File: src/rtl/bcd_display_receiver_pkg.sv
// Shared constants for the BCD display receiver: seven-segment patterns (active-low,
// bit 0 = segment a) and the tracking FSM encoding.
package bcd_display_receiver_pkg;

  typedef enum logic [0:0] {
    StWaitFirst,
    StTrack
  } state_e;

  localparam logic [6:0] SegBlank = 7'b1111111;
  localparam logic [6:0] SegDash  = 7'b0111111;

  // Index 0 is the rightmost entry.
  localparam logic [9:0][6:0] SegDigits = {
    7'b0010000,  // 9
    7'b0000000,  // 8
    7'b1111000,  // 7
    7'b0000010,  // 6
    7'b0010010,  // 5
    7'b0011001,  // 4
    7'b0110000,  // 3
    7'b0100100,  // 2
    7'b1111001,  // 1
    7'b1000000   // 0
  };

  function automatic logic [6:0] seg_pattern(input logic [3:0] code);
    if (code > 4'd9) begin
      return SegDash;
    end
    return SegDigits[code];
  endfunction

endpackage

File: src/rtl/bcd_input_filter.sv
// Two-flop synchronizer plus stability filter: a synchronized code that holds for
// STABLE_CYCLES clocks and differs from the last accepted code is accepted.
module bcd_input_filter #(
  parameter int unsigned STABLE_CYCLES = 1000
) (
  input  logic       clk,
  input  logic       rst_n,
  input  logic [3:0] code_in,
  output logic [3:0] code,
  output logic       accept
);

  localparam logic [15:0] Target = 16'(STABLE_CYCLES);

  logic [3:0]  sync1_q, sync2_q;
  logic [1:0]  fill_q;
  logic [15:0] cnt_q, cnt_d;
  logic [3:0]  code_q;
  logic        accept_q, accept_d;
  logic        acc_valid_q;

  // fill_q keeps the counter from starting until sync2 holds a real sample, so
  // the first code after reset needs the same 2 + STABLE_CYCLES clocks as any other.
  always_comb begin
    cnt_d = cnt_q;
    if (!fill_q[0]) begin
      cnt_d = '0;
    end else if (!fill_q[1] || (sync1_q != sync2_q)) begin
      cnt_d = 16'd1;
    end else if (cnt_q != Target) begin
      cnt_d = cnt_q + 16'd1;
    end
  end

  assign accept_d = (cnt_d == Target) && (!acc_valid_q || (sync2_q != code_q));

  always_ff @(posedge clk or negedge rst_n) begin
    if (!rst_n) begin
      sync1_q     <= '0;
      sync2_q     <= '0;
      fill_q      <= '0;
      cnt_q       <= '0;
      code_q      <= '0;
      accept_q    <= 1'b0;
      acc_valid_q <= 1'b0;
    end else begin
      sync1_q  <= code_in;
      sync2_q  <= sync1_q;
      fill_q   <= {fill_q[0], 1'b1};
      cnt_q    <= cnt_d;
      accept_q <= accept_d;
      if (accept_d) begin
        code_q      <= sync2_q;
        acc_valid_q <= 1'b1;
      end
    end
  end

  assign code   = code_q;
  assign accept = accept_q;

endmodule

File: src/rtl/bcd_display_receiver.sv
// Receives a BCD count from an asynchronous board, drives a seven-segment display and
// tracks whether successive digits arrive in counting order.
module bcd_display_receiver
  import bcd_display_receiver_pkg::*;
#(
  parameter int unsigned STABLE_CYCLES = 1000
) (
  input  logic       clk,
  input  logic       rst_n,
  input  logic       A,
  input  logic       B,
  input  logic       C,
  input  logic       D,
  input  logic       err_clr,
  output logic [6:0] seg,
  output logic [3:0] digit,
  output logic       digit_valid,
  output logic       update,
  output logic       wrap,
  output logic [7:0] step_count,
  output logic       err_illegal,
  output logic       err_seq
);

  logic [3:0] acc_code;
  logic       acc_stb;
  logic [3:0] next_digit;

  state_e     state_q;
  logic [6:0] seg_q;
  logic [3:0] digit_q;
  logic       digit_valid_q, update_q, wrap_q, err_illegal_q, err_seq_q;
  logic [7:0] step_q;

  bcd_input_filter #(
    .STABLE_CYCLES(STABLE_CYCLES)
  ) u_filter (
    .clk    (clk),
    .rst_n  (rst_n),
    .code_in({D, C, B, A}),
    .code   (acc_code),
    .accept (acc_stb)
  );

  assign next_digit = (digit_q == 4'd9) ? 4'd0 : digit_q + 4'd1;

  always_ff @(posedge clk or negedge rst_n) begin
    if (!rst_n) begin
      state_q       <= StWaitFirst;
      seg_q         <= SegBlank;
      digit_q       <= '0;
      digit_valid_q <= 1'b0;
      update_q      <= 1'b0;
      wrap_q        <= 1'b0;
      step_q        <= '0;
      err_illegal_q <= 1'b0;
      err_seq_q     <= 1'b0;
    end else begin
      update_q      <= acc_stb;
      wrap_q        <= 1'b0;
      // Clear first; a set later in this block overrides it.
      err_illegal_q <= err_illegal_q & ~err_clr;
      err_seq_q     <= err_seq_q & ~err_clr;
      if (acc_stb) begin
        if (acc_code > 4'd9) begin
          seg_q         <= SegDash;
          err_illegal_q <= 1'b1;
        end else begin
          seg_q         <= seg_pattern(acc_code);
          digit_q       <= acc_code;
          digit_valid_q <= 1'b1;
          unique case (state_q)
            StWaitFirst: state_q <= StTrack;
            StTrack: begin
              if (acc_code == next_digit) begin
                step_q <= step_q + 8'd1;
                wrap_q <= (acc_code == 4'd0);
              end else begin
                err_seq_q <= 1'b1;
              end
            end
          endcase
        end
      end
    end
  end

  assign seg         = seg_q;
  assign digit       = digit_q;
  assign digit_valid = digit_valid_q;
  assign update      = update_q;
  assign wrap        = wrap_q;
  assign step_count  = step_q;
  assign err_illegal = err_illegal_q;
  assign err_seq     = err_seq_q;

endmodule
File: config.mk
export PLATFORM = sky130hd
export DESIGN_NAME = bcd_display_receiver
export DESIGN_NICKNAME = d
export VERILOG_FILES = /design/src/rtl/bcd_display_receiver_pkg.sv /design/src/rtl/bcd_input_filter.sv /design/src/rtl/bcd_display_receiver.sv
export SDC_FILE = /design/constraint.sdc
export NUM_CORES = 1
export LEC_CHECK = 0
export BUFFER_PORTS_ARGS = -buffer_cell sky130_fd_sc_hd__buf_2
export CAP_MARGIN = 30
export CORE_MARGIN = 2
export CORE_UTILIZATION = 40
export CTS_CLUSTER_SIZE = 16
export DETAILED_ROUTE_END_ITERATION = 8
export PLACE_DENSITY_LB_ADDON = 0.08
export SLEW_MARGIN = 30
export SYNTH_ARGS = -nofsm -noshare
export SYNTH_HDL_FRONTEND = slang
export SYNTH_SLANG_ARGS = --single-unit
File: constraint.sdc
create_clock -name clk -period 7.5 [get_ports clk]
set_clock_uncertainty 0.15 [all_clocks]
set_input_delay 0.75 -clock clk [delete_from_list [all_inputs] [get_ports clk]]
set_output_delay 0.75 -clock clk [all_outputs]
set_load 0.02 [all_outputs]
==> flow_summary.ini <==
[routing]
dr.pass1.iters = 4
vias = 1957
wl_per_cell_um = 13.7
routed_wl_um = 5400
drc = 0
via_per_inst = 4.98
ant_nets = 0
drtIter0Drc = 59

[timing]
hold_viol = 0
finalSetupViolations = 0
fin_hold_ws_ns = 0.249
slew_headroom_pct = 53.6
max_freq_ghz = 0.361
min_period_over_period_pct = 37.0
rsz0062_at_grt = false
worst_slew_pin_slew_ns = 0.696
period_minus_slack_ns = 2.77
tns_ns = 0
final-max-slew-violation-count = 0

[clock_network]
cts_root_buf = clkbuf_8
cts_resized = 0
h-tree-depth = 2
clk_latency_ns = 0.31
clock-sinks = 56
path_clk_slew_ns = 0.11
postCtsHoldBufs = 0
cts_tree = built
cts_buffer_depth = 2
cts_setup_buffers = 0
numCtsBuffers = 5

[synth]
synthCells = 270
ys.flop_type = dfrtp_1
async_flop_share_pct = 100
syn_avg_cell_area_um2 = 10.5
synthTopCellsByCount = dfrtp_1 (49), nor2_1 (28), xor2_1 (22)
yosysSeqAreaShare_pct = 49.9
yosysWarnings = 0
synth_nets = 285
synth.most_common_cell = dfrtp_1
synth_top_area_share_pct = 43.4
ys_top_cells_by_area = dfrtp_1 (43%), xor2_1 (6.8%), dfstp_2 (6.5%)
synth_edf_count = 0
synthesis.area_um2 = 2830
yosysTopAreaCell = dfrtp_1
synth_cell_types = 49
ys_ff_latch = 56

[floorplan]
dieArea_um2 = 7760
initial_utilization_pct = 41.4
die_h_um = 88.1
num_io_pins = 31
std_cell_rows = 30
dieWidth_um = 88.1
core-area_um2 = 6830

[cells_and_area]
drive_above_1_share_pct = 21.2
n_fill_cell = 677
area_growth_pct = 11.1
n_antenna_cell = 0
instances_no_fill = 393
fin_util_pct = 46.0
nets = 311

[grt]
grt_max_degree = 57
antenna_found_initial = 0
grt_pass1_vias = 1849
globalRouteOverflowTotal = 0
grt_first_pass_wirelength_um = 9130
gr-usage-all-layers_pct = 14.9

[critical_path]
path_delay_family = simple AND/OR/NAND/NOR gates
path_cells = inv_1 -> ha_1 -> nor2_1 -> o21a_1 -> nor2b_1 -> nand2_1 -> nor2_1 -> mux2_2
r2r.worst_path.cells = 8
cpPeakStageDelay_ns = 0.52
path_buf_inv = 1
worstSetupStartpoint = u_filter.code[1]$_DFFE_PN0P_
crit_fanout = 10
r2r_end = step_count[1]$_DFFE_PN0P_
cp_slowest_cell = dfrtp_1
r2r_slack_ns = 4.73
worst-setup-path-type = flip-flop to flip-flop
r2r-start = u_filter.code[1]$_DFFE_PN0P_
crit_path_start_kind = flip-flop
critPathArrivalTime_ns = 2.82
critPathCaptureType = flip-flop
required_ns = 7.55
cp_common_cell = nor2_1

[power]
p_leak_nw = 1.47
peakVddDrop_uv = 116
power_density_nw_per_um2 = 157

[job]
cap_violations = 0

[place]
dp_hpwl_um = 3770
placed_cells = 385
io_buffers = 30
gp_congestion = 0.779

[worst_hold_path]
hold_depth = 0
holdCritStartpoint = u_filter.fill_q[0]$_DFF_PN0_
hold_path_class = flip-flop to flip-flop
min_to = u_filter.fill_q[1]$_DFF_PN0_

[outcome]
outcome = finished clean
-- per-stage QoR --
stage	setup WS, ns	area, um^2	power [mW]
3_5_place_dp	4.72	3050	0.329
5_1_grt	4.48	3140	0.517
6_report	4.73	3140	0.494
3_3_place_gp	4.82	3050	0.329
2_1_floorplan	5.12	2830	0.319
4_1_cts	4.70	3140	0.505
-- kinds of logic (layout without fill, tap and decap cells) --
family                   count (synthesis)  count (layout)  synth area share (%)
AND/OR/NAND/NOR                        101             101                  20.1
flip-flops                              56              56                  49.9
AO/OA/AOI/OAI                           38              38                  9.03
XOR/XNOR                                32              32                  9.91
buffers and inverters                   25              52                  3.67
multiplexers                             9               9                  3.72
adder cells (fa/ha/maj)                  8               8                  3.54
other                                    1               1                 0.133
-- placed cells by master, fill, tap and decap left out, drive strengths merged, types with 2 or more instances in the layout --
master	count
a211oi	2
a21o	2
a21oi	13
a22o	2
a31oi	2
and2	2
and3	3
and4	3
and4b	2
buf	31
clkbuf	5
clkinv	2
dfrtp	49
dfstp	7
ha	8
inv	14
mux2	9
nand2	13
nand2b	2
nand3	13
nand4	9
nor2	28
nor2b	6
nor3	8
nor3b	2
nor4	6
o21ai	6
o311ai	2
xnor2	10
xor2	22
-- area by class of cell --
type,count,area (um^2),share of cell area (%)
clock buffers,5,68.8,2.19
multi-input cells,189,1310,41.8
clock inverters,3,22.5,0.717
well taps,96,120,3.82
repair buffers,31,158,5.02
flip-flops and latches,56,1410,44.9
inverters,13,48.8,1.55
-- state kept, by name, summed over array words and instances (netlist names) --
| name | count |
|---|---|
| u_filter.sync2_q | 4 |
| seg | 7 |
| u_filter.sync1_q | 4 |
| update | 1 |
| err_illegal | 1 |
| step_count | 8 |
| u_filter.cnt_q | 16 |
| u_filter.acc_valid_q | 1 |
| u_filter.code | 4 |
| digit | 4 |
| u_filter.accept | 1 |
| digit_valid | 1 |
| err_seq | 1 |
| wrap | 1 |
| u_filter.fill_q | 2 |
-- worst register-to-register path, cell delays in order (launching register included) --
cell and delay (ns):
dfrtp_1 0.52, inv_1 0.16, ha_1 0.20, nor2_1 0.05, o21a_1 0.24, nor2b_1 0.46
nand2_1 0.28, nor2_1 0.25, mux2_2 0.36
-- layer usage --
layer | routed length (um) | vias up | GRT usage [%]
met3 | 221 | 4 | 3.02
met1 | 2770 | 920 | 21.6
li1 | - | 991 | -
met5 | 0 | - | 0
met2 | 2370 | 42 | 22.9
met4 | 31 | 0 | 3.72
-- worst max path at each step --
stage	depth (start not counted)	slack [ns]	end
2_1_floorplan	10	5.12	step_count[1]$_DFFE_PN0P_
3_3_place_gp	8	4.82	step_count[1]$_DFFE_PN0P_
3_5_place_dp	8	4.72	step_count[1]$_DFFE_PN0P_
4_1_cts	8	4.70	step_count[1]$_DFFE_PN0P_
5_1_grt	8	4.48	step_count[1]$_DFFE_PN0P_
6_report	8	4.73	step_count[1]$_DFFE_PN0P_
-- report_power, final --
part           total, mW  leakage, nW  switching, mW  internal, mW
logic             0.0142        0.694        0.00955       0.00466
clock network      0.172       0.0485          0.105        0.0673
registers          0.308        0.732        0.00298         0.305
total              0.494         1.47          0.117         0.377
(Power assumes the default switching activity.)
